<file path="src/rtl/dp_sched_pkg.sv">
// Shared state encoding, default sizes and index helper for the round-robin
// datapath scheduler.
package dp_sched_pkg;

  typedef enum logic [1:0] {
    IDLE    = 2'd0,
    GRANT   = 2'd1,
    RELEASE = 2'd2
  } sched_state_t;

  localparam int DEF_N_REQ     = 4;
  localparam int DEF_DATA_W    = 16;
  localparam int DEF_MAX_BURST = 4;
  localparam int DEF_CNT_W     = 8;

  // Next requester index after idx, wrapping back to 0 at n.
  function automatic int unsigned wrap_inc(input int unsigned idx, input int unsigned n);
    return (idx + 1 >= n) ? 0 : idx + 1;
  endfunction

endpackage

</file>
<file path="src/rtl/dp_rr_pick.sv">
// Rotating-priority picker: first asserted request at or after ptr, wrapping.
module dp_rr_pick
  import dp_sched_pkg::*;
#(
  parameter int N_REQ = DEF_N_REQ,
  parameter int IDX_W = 2
) (
  input  logic [N_REQ-1:0] req,
  input  logic [IDX_W-1:0] ptr,
  output logic [IDX_W-1:0] idx,
  output logic             found
);

  logic [IDX_W-1:0] cand;

  always_comb begin
    idx   = ptr;
    found = 1'b0;
    cand  = ptr;
    for (int k = 0; k < N_REQ; k++) begin
      if (!found && req[cand]) begin
        found = 1'b1;
        idx   = cand;
      end
      cand = IDX_W'(wrap_inc(32'(cand), N_REQ));
    end
  end

endmodule

</file>
<file path="src/rtl/dp_rr_scheduler.sv">
// Round-robin scheduler sharing one registered datapath stage among N_REQ
// requesters under a valid/ready handshake.
module dp_rr_scheduler
  import dp_sched_pkg::*;
#(
  parameter int N_REQ     = DEF_N_REQ,
  parameter int DATA_W    = DEF_DATA_W,
  parameter int MAX_BURST = DEF_MAX_BURST,
  parameter int CNT_W     = DEF_CNT_W
) (
  input  logic                    clk,
  input  logic                    rst,
  input  logic [N_REQ-1:0]        req,
  input  logic [N_REQ*DATA_W-1:0] req_data,
  input  logic [N_REQ-1:0]        req_last,
  output logic [N_REQ-1:0]        gnt,
  output logic [N_REQ-1:0]        ack,
  output logic [DATA_W-1:0]       dp_data,
  output logic                    dp_valid,
  input  logic                    dp_ready,
  output logic                    busy,
  output logic [CNT_W-1:0]        beat_count
);

  localparam int IDX_W = (N_REQ > 1) ? $clog2(N_REQ) : 1;

  sched_state_t      state;
  logic [IDX_W-1:0]  owner;
  logic [IDX_W-1:0]  ptr;
  logic [IDX_W-1:0]  pick_idx;
  logic              pick_found;
  logic [CNT_W-1:0]  burst_cnt;
  logic              load_en;
  logic              owner_ack;
  logic              owner_req;
  logic              owner_last;
  logic              burst_end;
  logic [DATA_W-1:0] owner_data;

  dp_rr_pick #(
    .N_REQ(N_REQ),
    .IDX_W(IDX_W)
  ) u_pick (
    .req  (req),
    .ptr  (ptr),
    .idx  (pick_idx),
    .found(pick_found)
  );

  // The output register is a one-entry pipeline: it can reload whenever it is
  // empty or being drained in the same cycle.
  assign load_en    = !dp_valid || dp_ready;
  assign ack        = gnt & req & {N_REQ{load_en}};
  assign owner_ack  = |ack;
  assign owner_req  = req[owner];
  assign owner_last = req_last[owner];
  assign burst_end  = owner_last || (burst_cnt + CNT_W'(1) == CNT_W'(MAX_BURST));

  always_comb begin
    owner_data = '0;
    for (int i = 0; i < N_REQ; i++) begin
      if (owner == IDX_W'(i)) owner_data = req_data[i*DATA_W +: DATA_W];
    end
  end

  always_ff @(posedge clk or posedge rst) begin
    if (rst) begin
      state      <= IDLE;
      owner      <= '0;
      ptr        <= '0;
      gnt        <= '0;
      burst_cnt  <= '0;
      busy       <= 1'b0;
      dp_data    <= '0;
      dp_valid   <= 1'b0;
      beat_count <= '0;
    end else begin
      if (owner_ack) begin
        dp_data    <= owner_data;
        dp_valid   <= 1'b1;
        beat_count <= beat_count + CNT_W'(1);
      end else if (dp_ready) begin
        dp_valid <= 1'b0;
      end

      case (state)
        IDLE: begin
          if (pick_found) begin
            owner     <= pick_idx;
            gnt       <= N_REQ'(1) << pick_idx;
            burst_cnt <= '0;
            busy      <= 1'b1;
            state     <= GRANT;
          end
        end
        GRANT: begin
          if (owner_ack) burst_cnt <= burst_cnt + CNT_W'(1);
          // A dropped request ends the grant exactly like a completed burst.
          if ((owner_ack && burst_end) || !owner_req) begin
            gnt   <= '0;
            state <= RELEASE;
          end
        end
        RELEASE: begin
          ptr   <= IDX_W'(wrap_inc(32'(owner), N_REQ));
          busy  <= 1'b0;
          state <= IDLE;
        end
        default: state <= IDLE;
      endcase
    end
  end

endmodule

</file>
<file path="config.mk">
export PLATFORM = sky130hd
export DESIGN_NAME = dp_rr_scheduler
export DESIGN_NICKNAME = d
export VERILOG_FILES = /design/src/rtl/dp_sched_pkg.sv /design/src/rtl/dp_rr_pick.sv /design/src/rtl/dp_rr_scheduler.sv
export SDC_FILE = /design/constraint.sdc
export NUM_CORES = 1
export LEC_CHECK = 0
export BUFFER_PORTS_ARGS = -buffer_cell sky130_fd_sc_hd__buf_4
export CAP_MARGIN = 40
export CORE_ASPECT_RATIO = 2
export CORE_MARGIN = 2
export CORE_UTILIZATION = 45
export CTS_CLUSTER_DIAMETER = 80
export CTS_CLUSTER_SIZE = 14
export DETAILED_ROUTE_END_ITERATION = 8
export PLACE_DENSITY = 0.77
export SYNTH_ARGS = -nofsm -noshare
export SYNTH_HDL_FRONTEND = slang
export SYNTH_SLANG_ARGS = --single-unit
</file>
<file path="constraint.sdc">
create_clock -name clk -period 2.3 [get_ports clk]
set_input_delay 0.575 -clock clk [delete_from_list [all_inputs] [get_ports clk]]
set_output_delay 0.575 -clock clk [all_outputs]
set_load 0.01 [all_outputs]
</file>
After elaboration in Yosys (flattened, before gate mapping)
Cells that the tools add are included.
- memories: 0
- RAM bits: 0
- bits in registers: 44
- word-level logic and storage cells: 99
- output and inout bits: 34
- bits in read-only memories: 0
- bits of input ports: 75
- latch bits: 0
- shift-type cells: 1
- mux-type cells: 40
- bitwise logic cells: 2
- multiply operators: 0
- equality and inequality tests: 9
- $lt $le $gt $ge: 9
- reductions and logical operators: 23
- add/sub/neg operators: 6
- divide/modulo/power cells: 0
- operator list (operator ; number):
    2-to-1 mux 16 bit ; 4
    2-to-1 mux 2 bit ; 9
    adder 8 x 1 -> 8 bit, second input constant ; 2
    2-to-1 mux 8 bit ; 2
    case mux 8 bit (2 select lines) ; 1
    < comparator 2 x 3 -> 1 bit, second input constant ; 5
    2-to-1 mux 1 bit ; 13
    adder 2 x 1 -> 3 bit, second input constant ; 4
    binary-select mux 1 bit (select 2 bit) ; 6
    >= comparator 3 bit, second input constant ; 4
    bitwise AND 4 bit ; 2
    equality test 8 x 3 -> 1 bit, second input constant ; 1
    2-to-1 mux 4 bit ; 2
    case mux 4 bit (2 select lines) ; 1
    equality test 2 bit, second input constant ; 3
    != test 2 bit, second input constant ; 3
    AND reduction 2 bit ; 3
    AND reduction 3 bit ; 2
    nonzero test 2 bit ; 3
    zero test 1 bit ; 5
    equality test 2 x 1 -> 1 bit, second input constant ; 2
    logical AND 1 bit ; 4
    zero test 2 bit ; 2
    case mux 2 bit (2 select lines) ; 1
    4 further kinds ; 6

Longest topological paths before layout
- word-level depth: 16
- depth in mapped cells: 10
- depth with buffers taken out: 8

Hierarchy
From an unflattened synthesis, not the netlist that was laid out.
- cells, all modules: 333
- area total of the unflattened synthesis: 2944.1 um^2
- by module, submodules not included (module ; seq. area each (um^2) ; cells an instance ; times used ; area each (um^2)):
    dp_rr_scheduler ; 1101.1 ; 281 ; 1 ; 2578.7
    dp_rr_pick ; 0.0 ; 52 ; 1 ; 365.4

Least setup slack after synthesis
No wires, ideal clock.
- path kind: register to register
- start point: register ptr[1]
- end point: register gnt[3]
- data required time: 2.165 ns
- clock period less this slack: 2.536 ns
- buffers on the path: 1
- cell stages (with the launch flop): 9
- setup slack: -0.236 ns
- data arrival time: 2.401 ns
- library setup time: 0.135 ns
- path through: dfrtp_1 ha_1 buf_6 mux4_2 a311oi_2 o31ai_2 or2_0 a221o_1 o2bb2ai_1
- longest elaborated chain between the ends: 16
- elaborated cells on any way between the ends: 35
- those cells by class: add/sub (3); order compare (3); eq/ne (1); shift (1); mux (20); reduce/logical (7)
- ends and longest elaborated chain (item ; RTL line ; text):
    start: declaration ; dp_rr_scheduler.sv:29 ; logic [IDX_W-1:0] ptr;
    start signal: assignment ; dp_rr_scheduler.sv:105 ; ptr <= IDX_W'(wrap_inc(32'(owner), N_REQ));
    adder 2 x 1 -> 3 bit ; dp_sched_pkg.sv:18 ; return (idx + 1 >= n) ? 0 : idx + 1;
    >= comparator 3 bit ; dp_sched_pkg.sv:18 ;
    2-to-1 mux 2 bit ; dp_sched_pkg.sv:18 ;
    adder 2 x 1 -> 3 bit or binary-select mux 1 bit (select 2 bit) (tied branches) ; dp_sched_pkg.sv:18, dp_rr_pick.sv:21 ;
    >= comparator 3 bit or 2-to-1 mux 1 bit (tied branches) ; dp_sched_pkg.sv:18, dp_rr_pick.sv:21 ;
    2-to-1 mux 2 bit or logical AND 1 bit (tied branches) ; dp_sched_pkg.sv:18, dp_rr_pick.sv:21 ;
    adder 2 x 1 -> 3 bit, or another cell as far along ; dp_sched_pkg.sv:18 ;
    >= comparator 3 bit, or another cell as far along ; dp_sched_pkg.sv:18 ;
    2-to-1 mux 2 bit or logical AND 1 bit (tied branches) ; dp_sched_pkg.sv:18, dp_rr_pick.sv:21 ;
    binary-select mux 1 bit (select 2 bit) or 2-to-1 mux 1 bit (tied branches) ; dp_rr_pick.sv:21 ; if (!found && req[cand]) begin
    2-to-1 mux 1 bit (implied by the code) or zero test 1 bit (tied branches) ; dp_rr_pick.sv:21 ;
    logical AND 1 bit ; dp_rr_pick.sv:21 ;
    2-to-1 mux 2 bit ; dp_rr_pick.sv:21 ;
    << shifter 1 x 2 -> 4 bit ; dp_rr_scheduler.sv:90 ; gnt <= N_REQ'(1) << pick_idx;
    2-to-1 mux 4 bit ; dp_rr_scheduler.sv:88 ; if (pick_found) begin
    case mux 4 bit (2 select lines) ; dp_rr_scheduler.sv:86 ; case (state)
    end signal: assignment ; dp_rr_scheduler.sv:90 ;
    end: declaration ; dp_rr_scheduler.sv:16 ; output logic [N_REQ-1:0] gnt,
Several ways; a longest one is shown, not always the timed one. The select of a mux whose other input is x is not followed.
A chain may end at the register's enable or synchronous reset.

Worst setup path after layout
- start point: register ptr[0]
- end point: register gnt[3]
Same word-level chain as after synthesis.

==> qor.txt <==
status = finished with violations
violated checks = setup timing
Post-synth EDFFs = 0
CTS tree = done
syn_area_per_cell = 8.556 sq um
final non-filler cell total = 543
post-route setup TNS = -2.359 ns
diodes inserted = 0
fraction of layout cells with a size suffix above 1 = 37.20%
Die ar. = 0.007163 sq mm
worst path required time = 2.50 ns
VDD IR-drop max = 0.0007916 V
Yosys Warn Count = 0
# clock sinks = 44
antenna-violating nets left = 0
routed wire length = 8.446 mm
Area growth syn-to-layout = 43.57%
most common library cells after synthesis = 56 x a21oi_1, 44 x dfrtp_1, 43 x nor2_1
CP arrival = 2.73 ns
initial drt markers = 138
Async SR Flop Fraction = 100.0%
min Tclk post-route = 2.523 ns
root buffer cell = clkbuf_16
Slew HR = 46.59%
largest net degree at the start of global routing = 40
placed cells = 535
GRT Util Overall = 24.26%
CP Capture Type = flip-flop
CTS clk-pin slew, worst paths = 0.07 ns
Place WS = -0.3087 ns
Nets = 539
final period utilization = 109.7%
Post-synth top flop = dfrtp_1
CP Launch Type = flip-flop
GPL Wtd Cong = 0.9210
hpwl dp = 6.512 mm
Leakage = 1.893 nW
first-pass GRT wire length = 13.30 mm
max-cap viol count = 0
core area = 0.006259 sq mm
clock latency on the worst-skew pair = 0.29 ns
Worst-Margin Slew = 0.7999 ns
H-tree levels = 2
share of the synthesized area in the top cell type = 37.85%
number of global-route vias before repair = 2862
Hold WC Path Type = in2async
height of the die = 117.7 um
RSZ-0062 raised after global routing = true
Critical Path Fanout Max = 7
final setup margin = -0.2233 ns
fmax = 396.3 MHz
cts hold-fix bufs = 0
DRT Pass-1 Iters = 4
total gr overflow = 0
initial antenna violation count = 0
synthesized net count = 423
post-synth top area cell = dfrtp_1
register area share after synthesis = 37.85%
Synth Register Bits = 44
Final Skew = 0.003714 ns
Core Util, Final = 66.73%
Max Slew Vio Count = 0
kind of critical path = reg2reg
Via density = 5.420
drt drc = 0
vias post-DR = 2943
PortBufs = 108
WL per Instance = 15.55 um
Final Hold Viols = 0
# Post-CTS Setup Buffers = 0
Core Rows = 41
Netlist Area Pre-Place = 0.002909 sq mm
P per Cell Area = 1324 mW/mm^2
cts bufs inserted = 5
Die X = 60.86 um
final setup vio count = 14
starting density of the core = 46.48%
# IOs = 109
Cells after Synth = 340
CTS max path bufs = 2
Fill cells = 538
most common cell in the netlist = a21oi_1
synth top area cells = dfrtp_1 38%, a21oi_1 9.6%, nor2_1 5.5%
post-synthesis cell type count = 54
[layout make-up]
class / count / area (sq um) / share of cell area (%)
Clock buffer: 5 / 125.1 / 2.996
Multi-Input combinational cell: 258 / 1753 / 41.97
Inverter: 16 / 60.06 / 1.438
Sequential cell: 44 / 1101 / 26.36
Clock inverter: 3 / 46.29 / 1.108
Timing Repair Buffer: 131 / 983.4 / 23.55
Tap cell: 86 / 107.6 / 2.576
[cell usage in the layout (no fill, tap or decap), types with 4 or more instances in the layout]
| master | Yosys | final |
|---|---|---|
| o22ai_1 | 6 | 5 |
| xor2_1 | 4 | 4 |
| nor3_1 | 8 | 7 |
| nand2_1 | 29 | 29 |
| a21boi_0 | 4 | 4 |
| a21oi_1 | 56 | 56 |
| mux2_2 | 5 | 5 |
| xnor2_1 | 8 | 8 |
| nor2_1 | 43 | 43 |
| ha_1 | 8 | 7 |
| nor2b_1 | 7 | 7 |
| clkbuf_16 | 0 | 5 |
| buf_4 | 0 | 131 |
| nand3_1 | 8 | 8 |
| inv_1 | 16 | 15 |
| a31oi_1 | 4 | 4 |
| nand3b_1 | 12 | 12 |
| mux2i_1 | 5 | 5 |
| a221oi_1 | 5 | 5 |
| dfrtp_1 | 44 | 44 |
[sequential cells by signal (all words and copies together), names as in the netlist]
register,count
beat_count,8
burst_cnt,8
busy,1
dp_data,16
dp_valid,1
gnt,4
owner,2
ptr,2
state,2
[critical path, cell delays in order (launching register included)]
cell	delay, ns
dfrtp_1	0.41
ha_4	0.30
mux4_2	0.52
a311oi_2	0.26
o31ai_2	0.14
buf_4	0.20
nor3_4	0.28
nor3b_4	0.10
o2bb2ai_1	0.20
[logic make-up after synthesis]
| kind of cell | count (synthesis) | synth area share [%] |
|---|---|---|
| and+or+nand+nor | 124 | 21.16 |
| muxes | 14 | 6.882 |
| DFF | 44 | 37.85 |
| xor gates and xnor gates | 12 | 3.613 |
| AOI/OAI and AO/OA | 100 | 21.42 |
| buffers and inverters | 38 | 5.634 |
| adders and majority gates | 8 | 3.441 |
[final timing paths]
path                       cells after the start       endpoint  slack (ns)           from
setup / recovery                               8         gnt[3]       -0.22         ptr[0]
hold / removal                                 2  beat_count[7]        0.44            rst
setup reg to reg                               8         gnt[3]       -0.22         ptr[0]
min in group clk                               1  beat_count[7]        0.48  beat_count[7]
hold reg to reg                                1  beat_count[7]        0.48  beat_count[7]
max in group asynchronous                      3   burst_cnt[5]        1.25            rst
[power by group]
part	leakage, nW	internal [W]	total (W)	switching [W]
Clock	0.0804	0.000516	0.000836	0.000320
Sequential	0.546	0.00108	0.00139	0.000308
Combinational	1.27	0.00155	0.00331	0.00175
Total	1.89	0.00315	0.00553	0.00238
[layer usage]
metal / global-route usage (%) / up-vias / wire length [um]
li1: - / 1438 / -
met1: 27.18 / 1374 / 3007
met2: 42.00 / 103 / 4797
met3: 4.176 / 28 / 309
met4: 11.55 / 0 / 331
met5: 0 / - / 0
[metrics by stage]
| stage | total power, W | hold slack [ns] | area [sq um] |
|---|---|---|---|
| 2_1_floorplan | 0.003373 | 0.4932 | 2909 |
| 3_3_place_gp | 0.004364 | 0.4687 | 3915 |
| 3_5_place_dp | 0.004472 | 0.4716 | 3915 |
| 4_1_cts | 0.005428 | 0.4644 | 4130 |
| 5_1_grt | 0.005937 | 0.5059 | 4177 |
| 6_report | 0.005529 | 0.4388 | 4177 |
[repair_timing]
action | in CTS | in global routing
setup endpoints to repair | 16 | 16
pin swaps | 3 | 1
resized for setup | 9 | 9
gates cloned | 0 | 0
endpoints found under the hold margin | 0 | 0
(Power assumes the default switching activity.)
